==> config.mk <==
export PLATFORM = sky130hd
export DESIGN_NAME = salvo_sequencer
export DESIGN_NICKNAME = d
export VERILOG_FILES = /design/src/rtl/salvo_sequencer.sv
export SDC_FILE = /design/constraint.sdc
export NUM_CORES = 1
export LEC_CHECK = 0
export ABC_AREA = 1
export CAP_MARGIN = 20
export CORE_MARGIN = 5
export CORE_UTILIZATION = 42
export DETAILED_ROUTE_END_ITERATION = 6
export GPL_ROUTABILITY_DRIVEN = 0
export SLEW_MARGIN = 25
export SYNTH_ARGS = -nofsm -noshare
export SYNTH_HDL_FRONTEND = slang
export SYNTH_SLANG_ARGS = --single-unit
==> constraint.sdc <==
create_clock -name clk -period 6.05 [get_ports clk]
set_input_delay 1.21 -clock clk [delete_from_list [all_inputs] [get_ports clk]]
set_output_delay 1.21 -clock clk [all_outputs]
set_load 0.02 [all_outputs]
==> src/rtl/salvo_sequencer.sv <==
// Round-robin sequencer sharing one capacitor fire channel between NPADS launch pads.
// Define SALVO_DURATION_EN to capture the FIRE-state duration on fire_cycles/fire_cycles_valid.
module salvo_sequencer #(
   parameter int          NPADS         = 4,
   parameter logic [15:0] SETTLE_CYCLES = 16'd480,
   parameter logic [23:0] FIRE_TIMEOUT  = 24'd4_800_000
) (
   input  logic             clk,
   input  logic             reset,
   input  logic [NPADS-1:0] pad_req,
   input  logic             cap_ready,
   input  logic             fire_done,
   input  logic             abort,
   input  logic             clear_fault,
   output logic [NPADS-1:0] pad_sel,
   output logic             fire_go,
   output logic             busy,
   output logic [2:0]       cur_pad,
   output logic [NPADS-1:0] fired,
   output logic             fault,
   output logic [23:0]      fire_cycles,
   output logic             fire_cycles_valid
);

   typedef enum logic [2:0] {
      ST_IDLE     = 3'd0,
      ST_SELECT   = 3'd1,
      ST_WAIT_CAP = 3'd2,
      ST_FIRE     = 3'd3,
      ST_RELEASE  = 3'd4,
      ST_FAULT    = 3'd5
   } state_t;

   localparam logic [NPADS-1:0] ONE_PAD     = {{(NPADS-1){1'b0}}, 1'b1};
   localparam logic [NPADS-1:0] NO_PAD      = {NPADS{1'b0}};
   localparam logic [NPADS-1:0] ALL_PADS    = {NPADS{1'b1}};
   localparam logic [23:0]      SETTLE_LAST = {8'd0, SETTLE_CYCLES - 16'd1};
   localparam logic [23:0]      FIRE_LAST   = FIRE_TIMEOUT - 24'd1;

   state_t           state_q, state_d;
   logic [NPADS-1:0] pending_q, pending_d;
   logic [NPADS-1:0] fired_q, fired_d;
   logic [2:0]       rr_q, rr_d;
   logic [2:0]       cur_pad_q, cur_pad_d;
   logic [23:0]      cnt_q, cnt_d;
   logic [NPADS-1:0] pad_sel_q, pad_sel_d;
   logic             fire_go_q, fire_go_d;
   logic             busy_q, busy_d;
   logic             fault_q, fault_d;
   logic [23:0]      fire_cycles_q, fire_cycles_d;
   logic             fire_cycles_valid_q, fire_cycles_valid_d;

   logic [NPADS-1:0] clr_s;
   logic [NPADS-1:0] grant_oh_s;
   logic [3:0]       pick_s;

   // Returns {found, index} of the first pending pad after ptr, wrapping modulo NPADS.
   function automatic logic [3:0] rr_pick(input logic [NPADS-1:0] req, input logic [2:0] ptr);
      logic [3:0]       pick;
      logic [NPADS-1:0] rot;
      int               idx;
      pick = 4'd0;
      for (int i = 1; i <= NPADS; i++) begin
         idx  = int'(ptr) + i;
         idx  = (idx >= NPADS) ? (idx - NPADS) : idx;
         rot  = req >> idx;
         pick = (!pick[3] && rot[0]) ? {1'b1, 3'(idx)} : pick;
      end
      return pick;
   endfunction

   // Next-state, pending/fired bookkeeping and decoded output values.
   always_comb begin
      state_d             = state_q;
      fired_d             = fired_q;
      rr_d                = rr_q;
      cur_pad_d           = cur_pad_q;
      cnt_d               = cnt_q;
      fire_cycles_d       = fire_cycles_q;
      fire_cycles_valid_d = 1'b0;
      clr_s               = NO_PAD;
      grant_oh_s          = ONE_PAD << cur_pad_q;
      pick_s              = rr_pick(pending_q, rr_q);

      case (state_q)
         ST_IDLE: begin
            if (!abort && pick_s[3]) begin
               state_d   = ST_SELECT;
               cur_pad_d = pick_s[2:0];
               rr_d      = pick_s[2:0];
               cnt_d     = 24'd0;
            end else begin
               state_d   = ST_IDLE;
            end
         end
         ST_SELECT: begin
            if (abort) begin
               state_d = ST_RELEASE;
               cnt_d   = 24'd0;
            end else if (cnt_q == SETTLE_LAST) begin
               state_d = ST_WAIT_CAP;
               cnt_d   = 24'd0;
            end else begin
               cnt_d   = cnt_q + 24'd1;
            end
         end
         ST_WAIT_CAP: begin
            if (abort) begin
               state_d = ST_RELEASE;
               cnt_d   = 24'd0;
            end else if (cap_ready) begin
               state_d = ST_FIRE;
               cnt_d   = 24'd0;
            end else begin
               state_d = ST_WAIT_CAP;
            end
         end
         ST_FIRE: begin
            // A completed fire outranks both abort and the timeout in the same cycle.
            if (fire_done) begin
               state_d = ST_RELEASE;
               cnt_d   = 24'd0;
               fired_d = fired_q | grant_oh_s;
               clr_s   = grant_oh_s;
`ifdef SALVO_DURATION_EN
               fire_cycles_d       = cnt_q + 24'd1;
               fire_cycles_valid_d = 1'b1;
`else
               fire_cycles_d       = 24'd0;
               fire_cycles_valid_d = 1'b0;
`endif
            end else if (abort) begin
               state_d = ST_RELEASE;
               cnt_d   = 24'd0;
            end else if (cnt_q == FIRE_LAST) begin
               state_d = ST_FAULT;
               cnt_d   = 24'd0;
            end else begin
               cnt_d   = cnt_q + 24'd1;
            end
         end
         ST_RELEASE: begin
            if (cnt_q == SETTLE_LAST) begin
               state_d = ST_IDLE;
               cnt_d   = 24'd0;
            end else begin
               cnt_d   = cnt_q + 24'd1;
            end
         end
         ST_FAULT: begin
            if (clear_fault) begin
               state_d = ST_IDLE;
            end else begin
               state_d = ST_FAULT;
            end
         end
         default: begin
            state_d = ST_IDLE;
            cnt_d   = 24'd0;
         end
      endcase

      if (abort) begin
         clr_s = ALL_PADS;
      end else begin
         clr_s = clr_s;
      end

      pending_d = (pending_q | (pad_req & ~fired_q)) & ~clr_s;

      // The relay is driven only while a grant is active and never during RELEASE.
      if (state_d == ST_SELECT || state_d == ST_WAIT_CAP || state_d == ST_FIRE) begin
         pad_sel_d = ONE_PAD << cur_pad_d;
      end else begin
         pad_sel_d = NO_PAD;
      end
      fire_go_d = (state_d == ST_FIRE);
      busy_d    = (state_d != ST_IDLE);
      fault_d   = (state_d == ST_FAULT);
   end

   // State and output registers with synchronous active-low reset.
   always_ff @(posedge clk) begin
      if (!reset) begin
         state_q             <= ST_IDLE;
         pending_q           <= NO_PAD;
         fired_q             <= NO_PAD;
         rr_q                <= 3'(NPADS - 1);
         cur_pad_q           <= 3'd0;
         cnt_q               <= 24'd0;
         pad_sel_q           <= NO_PAD;
         fire_go_q           <= 1'b0;
         busy_q              <= 1'b0;
         fault_q             <= 1'b0;
         fire_cycles_q       <= 24'd0;
         fire_cycles_valid_q <= 1'b0;
      end else begin
         state_q             <= state_d;
         pending_q           <= pending_d;
         fired_q             <= fired_d;
         rr_q                <= rr_d;
         cur_pad_q           <= cur_pad_d;
         cnt_q               <= cnt_d;
         pad_sel_q           <= pad_sel_d;
         fire_go_q           <= fire_go_d;
         busy_q              <= busy_d;
         fault_q             <= fault_d;
         fire_cycles_q       <= fire_cycles_d;
         fire_cycles_valid_q <= fire_cycles_valid_d;
      end
   end

   assign pad_sel           = pad_sel_q;
   assign fire_go           = fire_go_q;
   assign busy              = busy_q;
   assign cur_pad           = cur_pad_q;
   assign fired             = fired_q;
   assign fault             = fault_q;
   assign fire_cycles       = fire_cycles_q;
   assign fire_cycles_valid = fire_cycles_valid_q;

endmodule

==> impl_metrics.csv, run 1 <==
group,metric,value,unit
place,dp_hpwl,6296,um
final_layout,nets,545,
setup_path,cp-end-kind,"flip-flop",
clock_tree,clock-sinks,48,
flow_run,cap_violations,0,
detailed_routing,dr.pass1.iters,5,
clock_tree,cts_root_buffer,"clkbuf_8",
clock_tree,cts-buffers-inserted,5,
place,portBuffers,23,
timing,relSlewSlack,0.4458,
clock_tree,cts_tree,"yes",
synthesis,synth_common_cells,"122 x nand2_1, 85 x nor2_1, 55 x inv_1",
floorplan,rows,31,
floorplan,die_h,96.54,um
setup_path,path_class,"in2reg",
timing,worst_pin_slew,826.3,ps
setup_path,required,6300,ps
synthesis,synth-warning-count,0,
clock_tree,cts.reportedPaths.clkPinSlew,90,ps
synthesis,synthArstFlopShare,0,
global_routing,grt_pass1_vias,2938,
detailed_routing,drt-initial-drc-count,178,
final_layout,final_cells,629,
detailed_routing,vias,3159,
hold_path,holdPathStages,2,
floorplan,initial_core_util,0.4314,
synthesis,synth_largest_area_cell,"dfxtp_1",
final_layout,stdcell_area,3442,um^2
synthesis,syn_area_per_cell,6.180,um^2
global_routing,grtUsageMet3,0.02634,
synthesis,synth-simple-area-share,0.4200,
clock_tree,clock_path_buffers,2,
timing,hold_viol,0,
synthesis,synth_compound_area_frac,0.09149,
power,max-vdd-ir-drop,0.0001032,V
synthesis,synth_edf_count,0,
timing,slew_violations,0,
timing,worst_slack,2969,ps
detailed_routing,drc_errors,0,
synthesis,ys_top_cells_by_area,"dfxtp_1 31%, nand2_1 15%, nor2_1 10%",
timing,clock.fmax,0.3246,GHz
status,outcome,"finished, final reports clean",
synthesis,synth_xor_area_frac,0.008353,
global_routing,grt_max_degree,29,
timing,setup_violations,0,
clock_tree,cts_hold_buffers,0,
floorplan,io_pins,49,
synthesis,yosysMostFrequentCell,"nand2_1",
timing,period_needed,3081,ps
final_layout,area_growth,9.427,%
clock_tree,post-cts-setup-buffer-count,0,
final_layout,n_antenna_cell,0,
place,placed_area,3348,um^2
final_layout,finalCoreUtilization,0.4720,
global_routing,grt_overflow,0,
clock_tree,clock_latency,310,ps
synthesis,synth_ff_type,"dfxtp_1",
setup_path,worstReg2RegEnd,"cnt_q[17]",
detailed_routing,routed_wl,8044,um
power,powerDensity,297.0,nW/um^2
synthesis,ys_ff_latch,48,
hold_path,worstHoldPathType,"reg2reg",
floorplan,die_width,96.54,um
synthesis,yosys-mux-area-fraction,0,
timing,fin_tns_setup,0,ps
global_routing,antenna_found_initial,0,
synthesis,synth_top_family_by_area,"simple AND/OR/NAND/NOR gates",
setup_path,crit_fanout,28,
detailed_routing,wire_per_inst,12.79,um
timing,fin_crit_sh,0.5092,
global_routing,met2_usage,0.3121,
global_routing,grt_pass1_wl,13460,um
synthesis,yosysSeqAreaShare,0.3055,
synthesis,synth_fa_ha_area_frac,0.02387,
final_layout,drive_above_1_share,0.03962,
setup_path,critPathLaunchType,"input port",
timing,rsz0062_at_grt,"no",
hold_path,hold_path_end,"cnt_q[3]",
floorplan,core_area,7292,um^2
clock_tree,cts_resized,0,
setup_path,reg2reg_from,"rr_q[1]",
setup_path,r2r_cells,13,
power,p_leak,1.413,nW
clock_tree,cts-htree-levels,2,
timing,finalClockSkew,6.773,ps
setup_path,ff2ff_setup_slack,3570,ps
global_routing,grt_util_all_layers,0.1807,
floorplan,die_area,9320,um^2
place,place_ws,2674,ps
global_routing,grtUsageMet1,0.2390,
detailed_routing,vias_per_cell,5.022,
timing,hold_ws,497.6,ps
synthesis,synth_top_area_share,0.3055,
synthesis,synth_cells,509,
hold_path,hp-start,"cnt_q[3]",
synthesis,mappedNetlistArea,3146,um^2
place,place_inst,621,
setup_path,cp_data_arrival_time,3330,ps
detailed_routing,antenna_left,0,
synthesis,synth.distinct_cells,33,
global_routing,busiest_layer,"met2",
power,total_power,1.022,mW
-- final cells by class --
cell class	count	area (um^2)
clock buffers	7	86.33
clock inverters	1	7.507
fillers	795	3850
inverters	61	229.0
multi-input cells	390	1804
flip-flops and latches	48	960.9
well taps	99	123.9
repair buffers	23	230.2
-- metal layers --
metal	part of all wire	routed length (um)	vias up
met4	0.0057	46	0
met3	0.049	393	6
met2	0.47	3767	80
met5	0	0	-
met1	0.48	3836	1429
li1	-	-	1644
-- sequential cells by signal, summed over array words and instances, names as in the netlist --
signal,count
state_q,3
rr_q,3
busy,1
fired,4
pending_q,4
pad_sel,4
fault,1
cur_pad,3
cnt_q,24
fire_go,1
-- worst max-delay path, stage by stage --
cell	delay, ps
clkdlybuf4s50_1	700
clkinv_1	760
nor2_1	280
nand2_1	70
nor2_1	130
nand2_1	80
nor2_1	90
-- cell families (layout without fill, tap and decap cells) --
| kind of cell | after synthesis | after routing |
|---|---|---|
| buffers and inverters | 95 | 92 |
| AO/OA/AOI/OAI | 52 | 52 |
| other | 1 | 25 |
| AND/OR/NAND/NOR | 304 | 304 |
| adder cells (fa/ha/maj) | 6 | 6 |
| flip-flops | 48 | 48 |
| XOR/XNOR | 3 | 3 |
-- where the power goes --
| group | total, mW | internal (mW) | switching [mW] |
|---|---|---|---|
| logic | 0.445 | 0.126 | 0.319 |
| registers | 0.372 | 0.343 | 0.0292 |
| clock network | 0.206 | 0.0931 | 0.112 |
-- worst max-delay path by stage --
stage | start | to | slack [ps] | cells past startpoint
5_1_grt | reset | pad_sel[0] | 2640 | 7
6_report | reset | pad_sel[0] | 2970 | 7
3_5_place_dp | reset | pad_sel[0] | 2670 | 7
2_1_floorplan | abort | cnt_q[16] | 3840 | 10
4_1_cts | reset | pad_sel[0] | 2980 | 7
3_3_place_gp | reset | pad_sel[1] | 2720 | 7
-- placed cells by master, fill, tap and decap left out, types with 2 or more instances in the layout --
master | netlist | layout
o21ai_0 | 11 | 11
nand3_1 | 49 | 49
nor2_2 | 2 | 2
clkinv_1 | 2 | 2
nor4_1 | 7 | 7
a31oi_1 | 2 | 2
dfxtp_1 | 48 | 48
nor2_1 | 85 | 85
nand4_1 | 14 | 14
nor3_1 | 17 | 17
xor2_1 | 3 | 3
conb_1 | 1 | 25
clkbuf_8 | 0 | 6
o211ai_1 | 6 | 6
nand2_2 | 3 | 3
clkdlybuf4s50_1 | 0 | 23
nand2_1 | 122 | 122
inv_1 | 55 | 55
ha_1 | 6 | 6
inv_2 | 4 | 4
a21oi_1 | 29 | 29
Note: power is estimated with default switching activity, not from simulation.
==> run 2: changes to the inputs <==
- clock period: 6.05 -> 3.1 ns (I/O delays scaled with it)
==> run 2 against run 1 <==
- die area unchanged
- final area increased by 1.7%
- register-to-register slack got worse by 2900 ps
- sequential share of layout area decreased by 0.47 points
- total power increased by 110%
- sequential cell count unchanged
- worst hold slack got worse by 8.3 ps
- final cell count increased by 0.32%
- critical endpoint is now cnt_q[18]
==> impl_metrics.csv, run 2 (same netlist as run 1, synthesis figures left out) <==
group,metric,value,unit
global_routing,grt_pass1_vias,2819,
detailed_routing,drt-initial-drc-count,247,
clock_tree,cts_tree,"yes",
clock_tree,cts_root_buffer,"clkbuf_8",
global_routing,grt_pass1_wl,12960,um
flow_run,cap_violations,0,
clock_tree,cts_hold_buffers,0,
clock_tree,clock-sinks,48,
setup_path,cp-end-kind,"flip-flop",
power,total_power,2.131,mW
floorplan,die_area,9320,um^2
timing,relSlewSlack,0.6477,
timing,period_needed,2421,ps
setup_path,crit_fanout,22,
setup_path,path_class,"reg2reg",
power,max-vdd-ir-drop,0.0002130,V
setup_path,required,3300,ps
clock_tree,cts.reportedPaths.clkPinSlew,90,ps
clock_tree,cts-buffers-inserted,5,
clock_tree,cts_resized,0,
final_layout,largest_reg_flops,24,
detailed_routing,route.top_layer_used,"met4",
final_layout,final_cell_mix,"122 x nand2_1, 85 x nor2_1, 55 x inv_1",
detailed_routing,dr.pass1.iters,4,
timing,fin_crit_sh,0.7808,
detailed_routing,vias,3143,
floorplan,die_h,96.54,um
final_layout,multiInputGateArea,1804,um^2
clock_tree,clock_path_buffers,2,
timing,clock.fmax,0.4131,GHz
floorplan,die_width,96.54,um
floorplan,io_pins,49,
clock_tree,clock_latency,320,ps
place,dp_hpwl,6076,um
floorplan,core_area,7292,um^2
status,outcome,"finished, final reports clean",
place,portBuffers,23,
final_layout,regMostFlops,"cnt_q",
detailed_routing,routed-wl-met3,535,um
setup_path,critPathLaunchType,"flip-flop",
detailed_routing,drc_errors,0,
detailed_routing,drt-met1-wl,3549,um
final_layout,regArea,960.9,um^2
final_layout,area_growth,11.30,%
timing,fin_tns_setup,0,ps
final_layout,nets,547,
global_routing,antenna_found_initial,0,
timing,finalClockSkew,14.97,ps
detailed_routing,routed_wl,7772,um
power,p_leak,1.448,nW
final_layout,fill_cells,773,
detailed_routing,antenna_left,0,
hold_path,worstHoldPathType,"reg2reg",
clock_tree,post-cts-setup-buffer-count,0,
power,powerDensity,608.6,nW/um^2
detailed_routing,dr_wl_met2,3630,um
global_routing,grt_overflow,0,
clock_tree,cts-htree-levels,2,
timing,worst_pin_slew,523.7,ps
timing,slew_violations,0,
setup_path,cp_data_arrival_time,2630,ps
global_routing,grt_util_all_layers,0.1779,
final_layout,drive_above_1_share,0.04511,
global_routing,grt_max_degree,28,
timing,setup_violations,0,
final_layout,final_common_cell,"nand2_1",
final_layout,n_antenna_cell,0,
floorplan,initial_core_util,0.4314,
detailed_routing,wire_per_inst,12.32,um
detailed_routing,vias_per_cell,4.981,
timing,rsz0062_at_grt,"no",
timing,hold_viol,0,
floorplan,rows,31,
==> run 2: worst paths after layout <==
path / end / slack, ps / depth (start not counted) / from
worst min register to register: cnt_q[1] / 490 / 2 / cnt_q[1]
worst min-delay path: cnt_q[1] / 490 / 2 / cnt_q[1]
worst max register to register: cnt_q[18] / 680 / 13 / rr_q[1]
worst max-delay path: cnt_q[18] / 680 / 13 / rr_q[1]
==> run 2: layout make-up <==
class | instances | area share
Multi-Input combinational cell | 390 | 0.5154
Sequential cell | 48 | 0.2745
Timing Repair Buffer | 25 | 0.07005
Clock buffer | 5 | 0.01966
Clock inverter | 3 | 0.01966
Inverter | 61 | 0.06540
Tap cell | 99 | 0.03538
==> run 2: worst max-delay path: stages, from the launching register on <==
cell     delay, ps
dfxtp_1        440
inv_1          180
ha_1           390
inv_1           70
nand3_1        110
nand3_2        140
nand4_2        160
nand2_1         70
nand2_2        140
nand2_4        180
inv_1          210
nand3_1        100
nand2_1         70
nor2_1          30
==> run 2: per-stage QoR <==
stage	hold WS (ps)	setup WS, ps	cells	utilization	instance area (um^2)
global placement	473.4	585.1	623	0.4612	3363
finish	489.3	679.4	631	0.4801	3501
CTS	494.3	682.9	631	0.4801	3501
floorplan	455.9	1134	533	-	3236
global route	522.8	391.1	631	0.4801	3501
detailed placement	479.1	495.1	623	0.4612	3363
==> run 2: where the power goes <==
part	switching, mW	internal [mW]
Clock	0.236	0.325
Combinational	0.595	0.253
Sequential	0.0530	0.669
Total	0.884	1.25
==> run 2: layer usage <==
| layer | global-route usage | vias to the layer above |
|---|---|---|
| li1 | - | 1645 |
| met1 | 0.2343 | 1408 |
| met2 | 0.2971 | 85 |
| met3 | 0.03950 | 5 |
| met4 | 0.03972 | 0 |
| met5 | 0 | - |
